$ cat src/rtl/uart_frame_rx.sv
// uart_frame_rx: pops bytes from a COREUART RX FIFO, hunts a two-byte header, buffers a
// length-prefixed payload and streams it to the consumer only when its checksum matches.
module uart_frame_rx #(
    parameter int         MAX_LEN     = 32,
    parameter int         TIMEOUT_CYC = 40000,
    parameter logic [7:0] HDR0        = 8'hEB,
    parameter logic [7:0] HDR1        = 8'h90
) (
    input  logic       CLK,
    input  logic       RESET,
    input  logic       RXRDY,
    input  logic [7:0] RX_DATA,
    output logic       OEN,
    output logic [7:0] CMD_DATA,
    output logic       CMD_VALID,
    output logic       CMD_LAST,
    input  logic       CMD_READY,
    output logic [7:0] CMD_LEN,
    output logic       FRAME_OK,
    output logic       CSUM_ERR,
    output logic       FMT_ERR,
    output logic       TMO_ERR,
    output logic       BUSY
);
    // state   | meaning
    // HUNT1   | waiting for HDR0
    // HUNT2   | HDR0 seen, waiting for HDR1
    // LEN     | waiting for the length byte
    // PAYLOAD | collecting LEN bytes into the buffer
    // CSUM    | waiting for the checksum byte
    // DRAIN   | streaming the validated payload, UART fetch paused

    localparam int IW = $clog2(MAX_LEN + 1);
    localparam int BW = (MAX_LEN > 1) ? $clog2(MAX_LEN) : 1;
    localparam int TW = (TIMEOUT_CYC > 1) ? $clog2(TIMEOUT_CYC) : 1;
    localparam logic [8:0]    MAX_LEN_W = 9'(MAX_LEN);
    localparam logic [TW-1:0] TC_LAST   = TW'(TIMEOUT_CYC - 1);

    typedef enum logic [2:0] {
        S_HUNT1, S_HUNT2, S_LEN, S_PAYLOAD, S_CSUM, S_DRAIN
    } state_t;

    // Fetch handshake: strobe OEN, capture on the following cycle, then one holdoff cycle.
    typedef enum logic [1:0] {
        F_IDLE, F_STB, F_CAP, F_HOLD
    } fetch_t;

    state_t         state_q, state_d;
    fetch_t         fph_q, fph_d;
    logic [IW-1:0]  idx_q, idx_d;
    logic [7:0]     len_q, len_d;
    logic [7:0]     sum_q, sum_d;
    logic [TW-1:0]  tcnt_q, tcnt_d;
    logic [7:0]     cmd_len_q, cmd_len_d;
    logic           ok_q, ok_d;
    logic           cerr_q, cerr_d;
    logic           ferr_q, ferr_d;
    logic           terr_q, terr_d;
    logic           cap, fetch_ok, tmo_run, wr_en, last_beat;
    logic [7:0]     mem_q [2**BW];

    always_ff @(posedge CLK or posedge RESET) begin
        if (RESET) begin
            state_q   <= S_HUNT1;
            fph_q     <= F_IDLE;
            idx_q     <= '0;
            len_q     <= '0;
            sum_q     <= '0;
            tcnt_q    <= '0;
            cmd_len_q <= '0;
            ok_q      <= 1'b0;
            cerr_q    <= 1'b0;
            ferr_q    <= 1'b0;
            terr_q    <= 1'b0;
        end else begin
            state_q   <= state_d;
            fph_q     <= fph_d;
            idx_q     <= idx_d;
            len_q     <= len_d;
            sum_q     <= sum_d;
            tcnt_q    <= tcnt_d;
            cmd_len_q <= cmd_len_d;
            ok_q      <= ok_d;
            cerr_q    <= cerr_d;
            ferr_q    <= ferr_d;
            terr_q    <= terr_d;
        end
    end

    always_ff @(posedge CLK) begin
        if (wr_en) mem_q[idx_q[BW-1:0]] <= RX_DATA;
    end

    assign last_beat = (9'(idx_q) + 9'd1) == {1'b0, cmd_len_q};

    always_comb begin
        state_d   = state_q;
        fph_d     = fph_q;
        idx_d     = idx_q;
        len_d     = len_q;
        sum_d     = sum_q;
        tcnt_d    = tcnt_q;
        cmd_len_d = cmd_len_q;
        ok_d      = 1'b0;
        cerr_d    = 1'b0;
        ferr_d    = 1'b0;
        terr_d    = 1'b0;
        wr_en     = 1'b0;
        fetch_ok  = (state_q != S_DRAIN);
        cap       = (fph_q == F_CAP);
        tmo_run   = (state_q == S_LEN) || (state_q == S_PAYLOAD) || (state_q == S_CSUM);

        case (fph_q)
            F_IDLE:  if (fetch_ok && RXRDY) fph_d = F_STB;
            F_STB:   fph_d = F_CAP;
            F_CAP:   fph_d = F_HOLD;
            default: fph_d = (fetch_ok && RXRDY) ? F_STB : F_IDLE;
        endcase

        case (state_q)
            S_HUNT1: if (cap && RX_DATA == HDR0) state_d = S_HUNT2;
            S_HUNT2: begin
                if (cap) begin
                    if (RX_DATA == HDR1)      state_d = S_LEN;
                    else if (RX_DATA != HDR0) state_d = S_HUNT1;
                end
            end
            S_LEN: begin
                if (cap) begin
                    if (RX_DATA != 8'd0 && {1'b0, RX_DATA} <= MAX_LEN_W) begin
                        len_d   = RX_DATA;
                        sum_d   = RX_DATA;
                        idx_d   = '0;
                        state_d = S_PAYLOAD;
                    end else begin
                        ferr_d  = 1'b1;
                        state_d = S_HUNT1;
                    end
                end
            end
            S_PAYLOAD: begin
                if (cap) begin
                    wr_en = 1'b1;
                    sum_d = sum_q + RX_DATA;
                    idx_d = idx_q + 1'b1;
                    if ((9'(idx_q) + 9'd1) == {1'b0, len_q}) state_d = S_CSUM;
                end
            end
            S_CSUM: begin
                if (cap) begin
                    if (RX_DATA == sum_q) begin
                        ok_d      = 1'b1;
                        cmd_len_d = len_q;
                        idx_d     = '0;
                        state_d   = S_DRAIN;
                    end else begin
                        cerr_d  = 1'b1;
                        state_d = S_HUNT1;
                    end
                end
            end
            default: begin
                if (CMD_READY) begin
                    if (last_beat) begin
                        idx_d   = '0;
                        state_d = S_HUNT1;
                    end else begin
                        idx_d = idx_q + 1'b1;
                    end
                end
            end
        endcase

        // A capture in the expiry cycle wins: the counter simply clears.
        if (!tmo_run || cap || (state_d != state_q)) begin
            tcnt_d = '0;
        end else if (tcnt_q == TC_LAST) begin
            terr_d  = 1'b1;
            state_d = S_HUNT1;
            tcnt_d  = '0;
        end else begin
            tcnt_d = tcnt_q + 1'b1;
        end
    end

    assign OEN       = (fph_q != F_STB);
    assign CMD_VALID = (state_q == S_DRAIN);
    assign CMD_DATA  = CMD_VALID ? mem_q[idx_q[BW-1:0]] : 8'h00;
    assign CMD_LAST  = CMD_VALID && last_beat;
    assign CMD_LEN   = cmd_len_q;
    assign FRAME_OK  = ok_q;
    assign CSUM_ERR  = cerr_q;
    assign FMT_ERR   = ferr_q;
    assign TMO_ERR   = terr_q;
    assign BUSY      = (state_q != S_HUNT1);

endmodule

$ cat config.mk
export PLATFORM = sky130hd
export DESIGN_NAME = uart_frame_rx
export DESIGN_NICKNAME = d
export VERILOG_FILES = /design/src/rtl/uart_frame_rx.sv
export SDC_FILE = /design/constraint.sdc
export NUM_CORES = 1
export LEC_CHECK = 0
export BUFFER_PORTS_ARGS = -buffer_cell sky130_fd_sc_hd__buf_4
export CAP_MARGIN = 10
export CORE_MARGIN = 2
export CORE_UTILIZATION = 46
export DETAILED_ROUTE_END_ITERATION = 10
export REMOVE_ABC_BUFFERS = 1
export SKIP_CTS_REPAIR_TIMING = 1
export SLEW_MARGIN = 20
export SYNTH_ARGS = -nofsm -noshare
export SYNTH_HDL_FRONTEND = slang
export SYNTH_SLANG_ARGS = --single-unit
$ cat constraint.sdc
create_clock -name CLK -period 3.34 [get_ports CLK]
set_input_delay 0.167 -clock CLK [delete_from_list [all_inputs] [get_ports CLK]]
set_output_delay 0.167 -clock CLK [all_outputs]
set_load 0.1 [all_outputs]
==> results of run 1 <==
## layout make-up
class                   instances  area share [%]
flip-flops and latches        311            59.1
clock inverters                19            1.01
repair buffers                 90            4.70
clock buffers                  44            6.07
multi-input cells             441            25.2
well taps                     384            3.13
inverters                      30           0.734
## stage by stage
stage               utilization (%)  setup slack (ps)  power [mW]  setup TNS, ps
floorplan                         -             -2440        4.52        -207680
global placement               49.9               684        4.64              0
detailed placement             49.9               652        4.66              0
CTS                            53.8               116        8.24              0
global route                   53.9              70.4        8.46              0
finish                         53.9               183        8.17              0
## per-layer routing
layer / routed length [um] / vias to the layer above
li1: - / 3332
met1: 12200 / 3774
met2: 14000 / 216
met3: 1670 / 46
met4: 664 / 0
met5: 0 / -
## logic make-up after synthesis
kind of cell             count (synthesis)
multiplexers                            74
buffers and inverters                   68
AND/OR/NAND/NOR                        219
adder cells (fa/ha/maj)                 17
XOR/XNOR                                34
AO/OA/AOI/OAI                           97
flip-flops                             311
## path summary, 6_finish.rpt
path	end	from	slack, ps
setup / recovery	CMD_DATA[5]	idx_q[0]	180
hold reg to reg	tcnt_q[0]	tcnt_q[0]	490
min in group asynchronous	len_q[4]	RESET	390
hold / removal	state_q[1]	CMD_READY	9
setup reg to reg	idx_q[0]	idx_q[0]	720
max in group asynchronous	tcnt_q[9]	RESET	2200
## placed cells by master, fill, tap and decap left out, drive strengths merged, types with 3 or more instances in the layout
cell         instances
ha                  16
nand4                7
inv                 31
o21ai               21
a31oi               10
nand2               63
nor2                73
xnor2               21
and3                 6
a221oi               9
nor3                13
a21o                 3
nand3               12
dfrtp               55
edfxtp             256
a22oi                9
o211ai               3
clkinv              15
dlygate4sd3          3
clkbuf              44
xor2                11
a22o                 3
nor4                 6
or3                  4
a21oi               26
mux2i                3
and2                 4
buf                 87
nand2b               4
mux4                64
nor2b               15
mux2                 7
## state kept, by name, indices dropped and copies added (netlist names)
| signal | flops |
|---|---|
| CSUM_ERR | 1 |
| mem_q | 256 |
| len_q | 8 |
| state_q | 3 |
| CMD_LEN | 8 |
| sum_q | 8 |
| fph_q | 2 |
| TMO_ERR | 1 |
| idx_q | 6 |
| FMT_ERR | 1 |
| FRAME_OK | 1 |
| tcnt_q | 16 |
## worst register-to-register path, cell delays in order, from the launching register on
cell and delay (ps):
sky130_fd_sc_hd__dfrtp_4 520, sky130_fd_sc_hd__inv_1 150, sky130_fd_sc_hd__ha_1 310, sky130_fd_sc_hd__xnor2_1 160, sky130_fd_sc_hd__nand2_1 100, sky130_fd_sc_hd__a2111oi_4 370, sky130_fd_sc_hd__nand4_2 240, sky130_fd_sc_hd__o221ai_4 300
sky130_fd_sc_hd__nor2_2 90, sky130_fd_sc_hd__mux2_4 270
## where the power goes
group | switching, mW | leakage [nW] | internal (mW)
Sequential | 0.0143 | 3.04 | 4.22
Clock | 1.46 | 0.527 | 2.14
Combinational | 0.246 | 1.97 | 0.0987
Total | 1.72 | 5.54 | 6.45
==> results.md, run 1 <==
CTS:
- The clock sink total is 311.
- CTS built an H-tree with a depth of 2.
- The cell sitting at the root of the clock tree is a sky130_fd_sc_hd__clkbuf_16.
- The worst-skew pair later-pin latency is 520 ps.
- The clock passes through at most 3 buffers.
- The TritonCTS clock tree is done.
- The number of buffers created by CTS is 35.
- The clock-pin slew on the worst setup and hold paths is 60 ps.

Job:
- Max-cap violations in this run came to 0.

Yosys:
- The number of synthesized flops with an enable pin is 256.
- For this run, the leading register cell type out of synthesis is sky130_fd_sc_hd__edfxtp_1.
- The biggest area contributor in the post-synthesis netlist is sky130_fd_sc_hd__edfxtp_1.
- The combinational family with the most area after synthesis is multiplexers.
- Dividing the synthesized area by the synthesized cell count gives 16.1 um^2.
- The synthesized netlist devotes 5.10% of its cell area to compound gates.
- By count the netlist is led by sky130_fd_sc_hd__edfxtp_1 (256), sky130_fd_sc_hd__nor2_1 (70), sky130_fd_sc_hd__mux4_2 (64).
- The count of synthesis-stage warnings from yosys is 0.
- The fraction of synthesis flops using an asynchronous set or reset pin is 17.7%.
- The number of register bits inferred by synthesis is 311.
- After Yosys synthesis, full adders, half adders and majority gates account for 1.67% of the synthesized area.
- The distinct cell type count of the synthesized netlist is 70.
- The area of the mapped netlist is 13200 um^2.
- Sorting the synthesized cells by area gives the leading types as sky130_fd_sc_hd__edfxtp_1 (58%), sky130_fd_sc_hd__mux4_2 (11%), sky130_fd_sc_hd__dfrtp_1 (10%), sky130_fd_sc_hd__nor2_1 (2.0%), sky130_fd_sc_hd__nand2_1 (1.8%).
- The cell with the most instances after synthesis is sky130_fd_sc_hd__edfxtp_1.
- The synthesized netlist devotes 8.20% of its cell area to simple gates.
- Synthesis produced a netlist whose cell count is 820.
- The xor and xnor fraction of the mapped netlist area is 2.52%.
- The fraction of synthesized cell area taken by the top area cell type is 58.1%.
- Of the synthesized area, sequential elements account for 68.6%.
- The multiplexer area fraction after synthesis is 11.8%.

Drt:
- The total number of vias is 7368.
- The number of optimization iterations in the first detailed-route pass is 5.
- The total routed wirelength is 28500 um.
- For this run, design rule violations remaining after detail routing come to 0.
- In the routed layout, each cell is associated on average with a via count of 5.59.
- Dividing the detail-routed wire length by the instance count gives 21.6 um.
- The detailed router finished its first iteration with 656 violations.
- In this run the remaining antenna-violating nets after routing total 0.

Setup path:
- The length in cells of the worst reg-to-reg path is 9.
- The startpoint-to-endpoint class of the critical path is register to primary output.
- Among all stages on the critical path, the largest delay is contributed by sky130_fd_sc_hd__o21ai_0.
- On the critical path the largest part of the delay comes from compound AO/OA/AOI/OAI gates.
- The data arrival time at the worst-slack endpoint is 2990 ps.
- The logic depth of the worst setup path including buffers is 7.
- The maximum single-stage delay on the critical path is 560 ps.
- Traced cell by cell, the critical path runs through buf_12 -> mux4_2 -> inv_1 -> o21ai_0 -> a221oi_1 -> a31oi_1 -> buf_4.
- For the worst setup path, the data required time is 3170 ps.
- The buffering stage count on the worst path with inverters included is 3.
- Of all nets on the critical path, the largest fanout is 40.
- STA classifies the critical path startpoint as a register.
- STA classifies the critical path endpoint as a primary output.

Finish:
- The post-route cell area is 15300 um^2.
- The number of nets in the layout is 938.
- The layout has 2316 filler cells.
- The number of antenna diodes in the final layout is 0.
- The finished layout holds 1319 standard cells, fillers aside.
- Summing all flip-flop and latch instances after layout gives 9070 um^2.
- The post-synthesis to final-layout area growth is 16.0%.
- In the final layout, the multi-input gates occupy 3870 um^2.
- In the final layout, the share of cells above drive strength 1 is 23.6%.

Timing:
- The worst pin sits at a relative slew slack of 45.1%.
- Hold timing on the final database bottoms out at a slack of 9.10 ps.
- The transition time at the pin with the least slew margin is 822 ps.
- The ratio of final minimum period to clock period is 94.5%.
- The max-slew violation count is 0.
- The clock period minus final worst setup slack is 3160 ps.
- The number of failing setup endpoints in the final timing report is 0.
- For this run, the top clock speed supported by timing is 317 MHz.
- Setup repair after global routing left no endpoint under its margin.
- The final hold violation count was 0.
- The clock skew is 24.3 ps.

Status:
- The run finished with clean final reports.

GRT:
- Global routing finished with a remaining overflow of 0.
- The number of antenna violations at the first check in global routing is 0.
- The global-route usage over all layers is 19.5%.
- The number of global-route vias before repair came to 7549.
- For met1 alone, demand over resource in global routing was 26.4%.
- The routing usage on met2 is 32.4%.
- Entering global routing, the biggest net connects 66 pins.
- The first global-routing pass estimated 44600 um of wire.
- The met3 demand-to-capacity share in global routing is 3.95%.
- The peak-usage layer in the global routing report is met2.

Floorplanning:
- From left edge to right edge, the die measures 174 um.
- Pin placement for this block handled 36 I/O pins.
- The floorplan step set the die height to 174 um.
- The area of the die is 30100 um^2.
- The initialized floorplan defines 62 standard-cell rows.
- Once the floorplan was initialized, standard cells occupied 46.4% of the core.
- The area inside the core boundary is 28500 um^2.

Place:
- Once placement completed, the tool counted placed cells totaling 1253.
- The total placed instance area is 14200 um^2.
- The final RePlAce weighted congestion is 0.813.
- The number of I/O port buffers is 35.
- Detailed placement ended at an HPWL of 18600 um.

Min path:
- The worst hold path was traced through 4 stages.
- In this run the worst hold path is classified as input port to register.

Power and ir drop:
- For this design the static power due to leakage is 5.54 nW.
- Power spread over the standard cell area amounts to 533 nW/um^2.
- The largest voltage drop on the vdd net is 0.351 mV.
Power figures use the tool's default switching activity.
==> run 2: changes to the inputs <==
CTS_BUF_LIST = sky130_fd_sc_hd__clkbuf_16   (was not set)
clock period = 3.9 ns   (was 3.34 ns; I/O delays follow)
==> run 2 against run 1 <==
Against the previous run: core utilization is 1.4 points lower; clock power is 15% lower; non-clock buffer count is 45 lower; sequential share of layout area is 1.6 points higher; design area is 2.6% lower; global-route usage is 1.3 points higher; combinational power is 12% lower; largest cell class unchanged; largest power group unchanged.
==> results.md, run 2 (synthesis gave the netlist of run 1 again) <==
Status:
- The flow ran to the end, and the final reports show no timing, DRC or antenna violations.

Finish:
- The register with the most flip-flops in the layout has 256 of them.
- Cells fill 52.5% of the core in the end.
- The total inserted antenna cells is 0.
- The most common cell after layout, fill and taps aside is sky130_fd_sc_hd__edfxtp_1.
- Across the whole layout, storage elements account for 9070 um^2.
- Cells with a size suffix above 1 make up 20.0% of the layout.
- In the layout the commonest cells are sky130_fd_sc_hd__edfxtp_1 (256), sky130_fd_sc_hd__nor2_1 (70), sky130_fd_sc_hd__mux4_2 (64).
- The area used by multi-input combinational logic is 3860 um^2.
- The final layout contains 892 nets.
- The number of fill cells in the layout is 2297.
- The post-synthesis to final-layout area growth is 13.0%.

GRT:
- The number of global-route vias before repair was 7671.
- The first global-routing pass estimated 46900 um of wire.
- Entering global routing, the biggest net connects 50 pins.
- The global-route usage over all layers is 20.8%.
- The number of antenna violations at the first check in global routing is 1.
- The overflow left after global routing is 0.

Setup path:
- The origin of the worst setup path is idx_q[1].
- Setup slack on the worst reg-to-reg path comes out at 570 ps.
- The kind of cell adding the most delay to the critical path is buffers and inverters.
- For the worst setup path, the data required time is 3700 ps.
- The most numerous cell type found on the critical path is sky130_fd_sc_hd__buf_4.
- The cell with the biggest individual delay on the critical path is sky130_fd_sc_hd__dfrtp_2.
- The startpoint type of the worst setup path is a register.
- Walking the worst path, the cells encountered are buf_4 -> mux4_2 -> a221oi_1 -> a31oi_1 -> buf_4.
- In this design, the stage delay of the slowest critical-path cell is 680 ps.
- The worst register-to-register path has a depth of 6.
- The type of element capturing the critical path is a primary output.
- The startpoint-to-endpoint class of the critical path is register to primary output.
- The data arrival time at the worst-slack endpoint is 3330 ps.
- The worst register-to-register path ends at mem_q[30][6].
- The logic depth of the worst setup path including buffers is 5.
- The critical path ends at CMD_DATA[0].
- The worst register-to-register path begins at state_q[1].
- Together, buffers and inverters on the worst path number 2.
- The largest fanout on the critical path is 49.

Floorplanning:
- The die width is 174 um.
- 36 I/O pins were placed.
- The floorplan has 62 rows.
- From bottom edge to top edge, the die measures 174 um.
- The initial core utilization is 46.4%.
- The area of the die is 30100 um^2.
- The floorplan step defined a core boundary enclosing 28500 um^2.

Timing:
- For the pin with the worst max-slew slack, the measured transition is 926 ps.
- After routing, the total negative slack on setup checks comes to 0 ps.
- After layout, the worst path uses 90.4% of the clock period.
- The max-slew violation count is 0.
- The slack of the critical path is 375 ps.
- Setup violations remaining at the end of the flow were counted as 0.
- Static timing analysis puts the maximum clock frequency at 284 MHz.
- The final hold violation count is 0.
- In this run the tightest slew margin relative to its limit is 37.8%.
- Setup repair after global routing left no endpoint under its margin.
- The worst hold margin is 54.1 ps.
- The clock skew is 24.0 ps.
- The clock period minus final worst setup slack is 3530 ps.

Min path:
- The worst hold path depth is 4.
- The type of the worst min-delay path is input port to register.

CTS:
- The clock sink total is 311.
- The clock root buffer is sky130_fd_sc_hd__clkbuf_16.
- In this run the number of H-tree levels came out at 2.
- The buffer depth of the longest clock path is 3.
- The worst-skew pair later-pin latency is 510 ps.
- Clock-pin slew was measured on the worst setup and hold paths at 60 ps.
- Buffers inserted during clock tree synthesis total 34.
- The TritonCTS clock tree is done.

Place:
- At the end of routability-driven placement, the weighted congestion stood at 0.836.
- Timing analysis after detailed placement gives a worst setup slack of 641 ps.
- The sum of net half-perimeters after detailed placement is 18900 um.
- The number of I/O port buffers is 35.

Power and ir drop:
- The static leakage is 5.31 nW.
- VDD sags by at most 0.294 mV.
- The power density of the placed cells is 467 nW/um^2.
- The overall power is 6.98 mW.

Drt:
- The remaining antenna violation count after routing is 0.
- After detailed routing, the total wire length is 30600 um.
- For this run, the detailed router's first-pass iteration total came to 8.
- Detailed routing inserted a total of 7433 vias.
- The routed length per instance is 24.1 um.
- The residual DRC count is 0.
- After the first detailed-routing iteration, the DRC count stood at 790.
- After detailed routing, the number of vias per cell comes to 5.85.

Job:
- The tool flagged a number of max-cap violations equal to 0.
==> run 2: worst min-delay path by stage <==
| stage | from | slack [ps] | endpoint |
|---|---|---|---|
| after floorplan | RX_DATA[0] | 290 | mem_q[0][0] |
| after detailed placement | RESET | 230 | len_q[7] |
| after CTS | RESET | -300 | sum_q[6] |
| final | CMD_READY | 50 | state_q[1] |
| after global routing | CMD_READY | 70 | state_q[1] |
| after global placement | RESET | 230 | len_q[7] |
==> run 2: power by group <==
group / switching (mW) / total, mW / internal (mW)
registers: 0.0117 / 3.62 / 3.61
clock network: 1.26 / 3.05 / 1.79
logic: 0.221 / 0.304 / 0.0829
==> run 2: worst register-to-register path: cells and delay by family, from the launching register on <==
family                 cells  cell delay (ps)
buffers and inverters      1              190
flip-flops                 1              560
AND/OR/NAND/NOR            5             2210
==> run 2: per-layer routing <==
layer / share of wire [%] / track usage [%]
met5: 0.043 / 0
met4: 2.9 / 7.06
met3: 7.6 / 3.44
met2: 48 / 33.2
met1: 42 / 29.3
==> run 2: metrics by stage <==
step / instances / cell area, um^2
floorplan: 782 / 13000
global placement: 1209 / 13900
detailed placement: 1209 / 13900
CTS: 1268 / 14900
global route: 1270 / 14900
finish: 1270 / 14900
==> run 2: area by class of cell <==
type / count / area share (%)
clock inverters: 25 / 1.41
well taps: 384 / 3.22
repair buffers: 45 / 2.38
flip-flops and latches: 311 / 60.7
clock buffers: 34 / 5.69
inverters: 30 / 0.754
multi-input cells: 441 / 25.9
